File: src/rtl/alu_pkg.sv
// Shared types and constants for the accumulator ALU.
// Opcode enums, data width and the combinational result bundle.
package alu_pkg;

  localparam int WIDTH = 8;

  typedef enum logic [3:0] {
    R_ADD  = 4'd0,
    R_LOAD = 4'd1,
    R_MVFR = 4'd2,
    R_MVTO = 4'd3,
    R_OR   = 4'd4,
    R_XOR  = 4'd5,
    R_XORR = 4'd6,
    R_AND  = 4'd7,
    R_STR  = 4'd8,
    R_SLT  = 4'd9,
    R_SEQ  = 4'd10,
    R_BTRU = 4'd11,
    R_SUB  = 4'd12
  } r_op_t;

  typedef enum logic [2:0] {
    I_LI   = 3'd0,
    I_ADDI = 3'd1,
    I_SUBI = 3'd2,
    I_B    = 3'd3,
    I_LSLI = 3'd4,
    I_LSRI = 3'd5
  } i_op_t;

  typedef struct packed {
    logic [WIDTH-1:0] res;
    logic             br;
    logic             cy;
  } alu_res_t;

endpackage

File: src/rtl/alu_comb.sv
// Combinational opcode decode and datapath of the accumulator ALU.
// Produces next result, branch-taken and carry/borrow.
module alu_comb
  import alu_pkg::*;
(
  input  logic [WIDTH-1:0] a,
  input  logic [WIDTH-1:0] b,
  input  logic [4:0]       imm,
  input  logic             typ,
  input  logic [3:0]       r_op,
  input  logic [2:0]       i_op,
  output alu_res_t         nxt
);

  logic [WIDTH-1:0] imm_x;
  logic [WIDTH:0]   add_ab;
  logic [WIDTH:0]   sub_ab;
  logic [WIDTH:0]   add_ai;
  logic [WIDTH:0]   sub_ai;
  logic             big_sh;

  assign imm_x  = {3'b000, imm};
  assign add_ab = {1'b0, a} + {1'b0, b};
  assign sub_ab = {1'b0, a} - {1'b0, b};
  assign add_ai = {1'b0, a} + {1'b0, imm_x};
  assign sub_ai = {1'b0, a} - {1'b0, imm_x};
  assign big_sh = |imm[4:3];

  // Only the opcode field selected by typ is decoded
  always_comb begin
    nxt = '0;
    if (typ) begin
      unique case (i_op)
        I_LI:   nxt.res = imm_x;
        I_ADDI: begin
          nxt.res = add_ai[WIDTH-1:0];
          nxt.cy  = add_ai[WIDTH];
        end
        I_SUBI: begin
          nxt.res = sub_ai[WIDTH-1:0];
          nxt.cy  = sub_ai[WIDTH];
        end
        I_B: begin
          nxt.res = a;
          nxt.br  = 1'b1;
        end
        I_LSLI: nxt.res = big_sh ? '0 : a << imm[2:0];
        I_LSRI: nxt.res = big_sh ? '0 : a >> imm[2:0];
        default: nxt.res = '0;
      endcase
    end else begin
      unique case (r_op)
        R_ADD: begin
          nxt.res = add_ab[WIDTH-1:0];
          nxt.cy  = add_ab[WIDTH];
        end
        R_LOAD: nxt.res = b;
        R_MVFR: nxt.res = a;
        R_MVTO: nxt.res = b;
        R_OR:   nxt.res = a | b;
        R_XOR:  nxt.res = a ^ b;
        R_XORR: nxt.res = {7'd0, ^b};
        R_AND:  nxt.res = a & b;
        R_STR:  nxt.res = b;
        R_SLT:  nxt.res = {7'd0, a < b};
        R_SEQ:  nxt.res = {7'd0, a == b};
        R_BTRU: begin
          nxt.res = a;
          nxt.br  = |a;
        end
        R_SUB: begin
          nxt.res = sub_ab[WIDTH-1:0];
          nxt.cy  = sub_ab[WIDTH];
        end
        default: nxt.res = '0;
      endcase
    end
  end

endmodule

File: src/rtl/accum_alu.sv
// Accumulator ALU top: registered result and branch-taken.
// Optional Zero/Carry flag outputs when ALU_FLAGS_EN is defined.
module accum_alu
  import alu_pkg::*;
(
  input  logic             Clk,
  input  logic             ResetN,
  input  logic [WIDTH-1:0] AccumulatorIn,
  input  logic [WIDTH-1:0] OperandIn,
  input  logic [4:0]       ImmediateIn,
  input  logic             Type,
  input  logic [3:0]       RTypeOP,
  input  logic [2:0]       ITypeOP,
`ifdef ALU_FLAGS_EN
  output logic             Zero,
  output logic             Carry,
`endif
  output logic [WIDTH-1:0] Out,
  output logic             ConditionalBranch
);

  alu_res_t nxt;

  alu_comb u_comb (
    .a    (AccumulatorIn),
    .b    (OperandIn),
    .imm  (ImmediateIn),
    .typ  (Type),
    .r_op (RTypeOP),
    .i_op (ITypeOP),
    .nxt  (nxt)
  );

  // Capture result and branch; async reset clears them
  always_ff @(posedge Clk or negedge ResetN) begin
    if (!ResetN) begin
      Out               <= '0;
      ConditionalBranch <= 1'b0;
    end else begin
      Out               <= nxt.res;
      ConditionalBranch <= nxt.br;
    end
  end

`ifdef ALU_FLAGS_EN
  // Capture zero and carry/borrow flags of the next result
  always_ff @(posedge Clk or negedge ResetN) begin
    if (!ResetN) begin
      Zero  <= 1'b0;
      Carry <= 1'b0;
    end else begin
      Zero  <= (nxt.res == '0);
      Carry <= nxt.cy;
    end
  end
`else
  logic cy_unused;
  assign cy_unused = nxt.cy;
`endif

endmodule

File: config.mk
export PLATFORM = sky130hd
export DESIGN_NAME = accum_alu
export DESIGN_NICKNAME = d
export VERILOG_FILES = /design/src/rtl/alu_pkg.sv /design/src/rtl/alu_comb.sv /design/src/rtl/accum_alu.sv
export SDC_FILE = /design/constraint.sdc
export NUM_CORES = 1
export LEC_CHECK = 0
export CORE_ASPECT_RATIO = 2
export CORE_MARGIN = 3
export CORE_UTILIZATION = 52
export DETAILED_ROUTE_END_ITERATION = 8
export PLACE_DENSITY = 0.77
export SYNTH_ARGS = -nofsm -noshare
export SYNTH_HDL_FRONTEND = slang
export SYNTH_SLANG_ARGS = --single-unit
File: constraint.sdc
create_clock -name Clk -period 0.8 [get_ports Clk]
set_input_delay 0.16 -clock Clk [delete_from_list [all_inputs] [get_ports Clk]]
set_output_delay 0.16 -clock Clk [all_outputs]
set_load 0.02 [all_outputs]
==> metrics.txt, run 1 <==
H-Tree Level Count 1; Top FF cell, synth dfrtp_1; Error [ERROR DPL-0033] detailed placement checks failed during check placement.; Synth Cell Area 3130 µm²; fraction of registers with async set or reset after synthesis 100%; Stopped at 4_1_cts; Placement Rows 39; Synth top cells by count 36 x ha_1, 36 x nand2_1, 33 x inv_1; Die Span X 60.9 µm; Initial Utilization 54.4%; post-synthesis sequential element count 9; Post-synth EDFFs 0; biggest area consumer among synthesized cells ha_1; Synth Area per Inst 7.40 µm²; synth unique cells 64; post-synthesis sequential area ratio 7.19%; die extent in y 116 µm; Synth Instances 423; status aborted with a tool error; Sink Count 9; largest cells by area after synthesis ha_1 14%, dfrtp_1 7.2%, mux4_2 7.2%; CTS buffer count 3; Syn Nets 494; setup bufs post-CTS 34; Yosys warnings 0; number of port buffers 39; GPL Wtd Cong 1.04; CTS Hold Bufs 0; clk buf depth 2; Final HPWL DP 11100 µm; Synth top area share 14.4%; I/O pin total 40; root buffer cell clkbuf_16; post-cts sizing count 324
-- per-stage QoR --
step | std cells | hold WS (ps) | cell area (µm²) | setup WS, ps | utilization, %
after floorplan | 423 | -136 | 3270 | -1300 | -
after global placement | 644 | 465 | 4680 | -1880 | 81.3
after detailed placement | 644 | 471 | 4680 | -1950 | 81.3
-- logic make-up after synthesis --
| logic type | after synthesis | synth area share [%] |
|---|---|---|
| XOR/XNOR | 18 | 5.03 |
| flip-flops | 9 | 7.19 |
| buffers and inverters | 62 | 8.07 |
| adder cells (fa/ha/maj) | 40 | 16.9 |
| AND/OR/NAND/NOR | 134 | 22.3 |
| AO/OA/AOI/OAI | 142 | 30.7 |
| multiplexers | 18 | 9.79 |
==> run 2, diff against run 1 <==
- CORE_ASPECT_RATIO: 2 -> unset
- CORE_UTILIZATION: 52 -> 37
- PLACE_DENSITY: 0.77 -> unset
- PLACE_DENSITY_LB_ADDON: unset -> 0.15
- clock period: 0.8 -> 1 ns (I/O delays scaled with it)
==> metrics.txt, run 2 <==
status finished, violations left; violated checks setup timing; crit path time final 1900 ps; CP required 1110 ps; Nets 703; crit path DAT 2010 ps; CTS buffer count 3; kind of critical path in -> reg; number of global-route vias before repair 4200; Synth top cells by count 36 x ha_1, 36 x nand2_1, 33 x inv_1; final-report hold violation count 0; number of port buffers 39; pin count of the biggest net entering global routing 18; biggest area consumer among synthesized cells ha_1; I/O pin total 40; most flop-heavy register Out; Fillers 609; Die Span X 98 µm; Placement Rows 32; Final Max Slew Viols 0; 1st-iter DRT viols 500; Synth Area per Inst 7.40 µm²; Synth Instances 423; clock slew at reported path FFs 50 ps; Top FF cell, synth dfrtp_1; root buffer cell clkbuf_8; diode count 0; Worst Hold Slack 247 ps; Worst setup SP type primary input; Synth Cell Area 3130 µm²; pre-CTS setup slack -1670 ps; Setup crit start AccumulatorIn[1]; Largest regs Out (8), ConditionalBranch (1); CP max FO 6; Cell Pwr Density 668 nW/µm²; GRT Total Usage 30.1%; largest cells by area after synthesis ha_1 14%, dfrtp_1 7.2%, mux4_2 7.2%; leak pwr 2.57 nW; die extent in y 98 µm; layout cells sized above 1 56.6%; area of the core 7970 µm²; Multi-input gate area 3270 µm²; Post-synth EDFFs 0; Crit path max-delay family simple AND/OR/NAND/NOR gates; max reg flops 8; worst path cell trace buf_8 -> buf_12 -> ha_4 -> nor2b_4 -> o2111ai_4 -> nand3_2 -> mux2i_2 -> o211ai_1 -> or4_1; Final Cycle Share 190%; Final HPWL DP 11000 µm; DIE AREA 9600 µm²; commonest non-fill, non-tap cell in the layout buf_4; Hold Crit Class in -> async; GPL Wtd Cong 1.03; Setup TNS -6310 ps; most frequent cells in the layout 158 x buf_4, 43 x buf_6, 34 x nand2_1; wire length per cell 21.1 µm; Post-DP Area 4750 µm²; RSZ-0062 raised after global routing yes; Synth top area share 14.4%; Via density 6.03; worst slew pin tran 463 ps; Register Area 225 µm²; Final setup viols 10; Initial Utilization 39.3%; Sink Count 9; post-synthesis sequential area ratio 7.19%; Finished Cell Area 5830 µm²; clk buf depth 2; max cap viols 0; Slew headroom 68.8%; Worst Slack Setup Final -898 ps; Worst VDD drop 0.461 mV; post-synthesis sequential element count 9; DRT Pass-1 Iters 5; Buf+Inv Stages, Crit Path 2; Routed Antenna Nets 0; first-pass GRT wire length 23100 µm; fraction of registers with async set or reset after synthesis 100%; H-Tree Level Count 1; WL final 15400 µm; Residual DRC 0; vias 4420; Worst path slowest cell or4_1; crit end category flop; Remaining Overflow, GRT 0; initial antenna violation count 0; CTS tree built; Syn Nets 494; Peak Freq 527 MHz; crit-path max cell delay 470 ps; synthesis-to-finish area growth 86.0%; Yosys warnings 0; synth unique cells 64
==> run 2: where the power goes <==
part / internal, mW / total, mW / switching [mW]
logic: 1.52 / 3.02 / 1.50
registers: 0.407 / 0.430 / 0.0229
clock network: 0.279 / 0.438 / 0.159
total: 2.21 / 3.89 / 1.68
==> run 2: cell type report <==
| cell class | count | share of cell area, % |
|---|---|---|
| Sequential cell | 9 | 3.87 |
| Clock buffer | 4 | 0.773 |
| Tap cell | 102 | 2.19 |
| Inverter | 33 | 2.75 |
| Timing Repair Buffer | 233 | 34.3 |
| Multi-Input combinational cell | 352 | 56.1 |
==> run 2: what timing repair did <==
action                     4_1_cts  5_1_grt
pin swaps                       58       50
setup endpoints to repair       18       10
gates resized for setup        269       82
setup buffers                   38        7
hold buffers                     0        0
==> run 2: metal layers <==
layer / up-vias / GRT usage [%] / part of all wire (%)
met1: 2116 / 43.9 / 41
met2: 276 / 46.9 / 44
li1: 1976 / - / -
met4: 0 / 3.73 / 3.0
met5: - / 0 / 0
met3: 52 / 6.43 / 11
==> run 2: final timing paths <==
path / depth (start not counted) / end / slack, ps
min in group Clk: 2 / ConditionalBranch / 510
worst max-delay path: 9 / Out[7] / -900
max in group asynchronous: 2 / Out[2] / 610
worst min-delay path: 2 / Out[6] / 250
==> run 2: cell families after synthesis <==
logic type	after synthesis	share of synthesized area, %
flops	9	7.19
simple gates	134	22.3
xor+xnor	18	5.03
compound gates	142	30.7
fa+ha+maj	40	16.9
buf+inv	62	8.07
mux	18	9.79
==> run 2: through the flow <==
step	cells	utilization [%]	power, mW
after floorplan	423	-	1.63
after global placement	689	59.6	2.72
after detailed placement	689	59.6	2.74
after CTS	730	69.7	3.58
after global routing	733	73.1	4.09
final	733	73.1	3.89
Power figures use the tool's default switching activity.
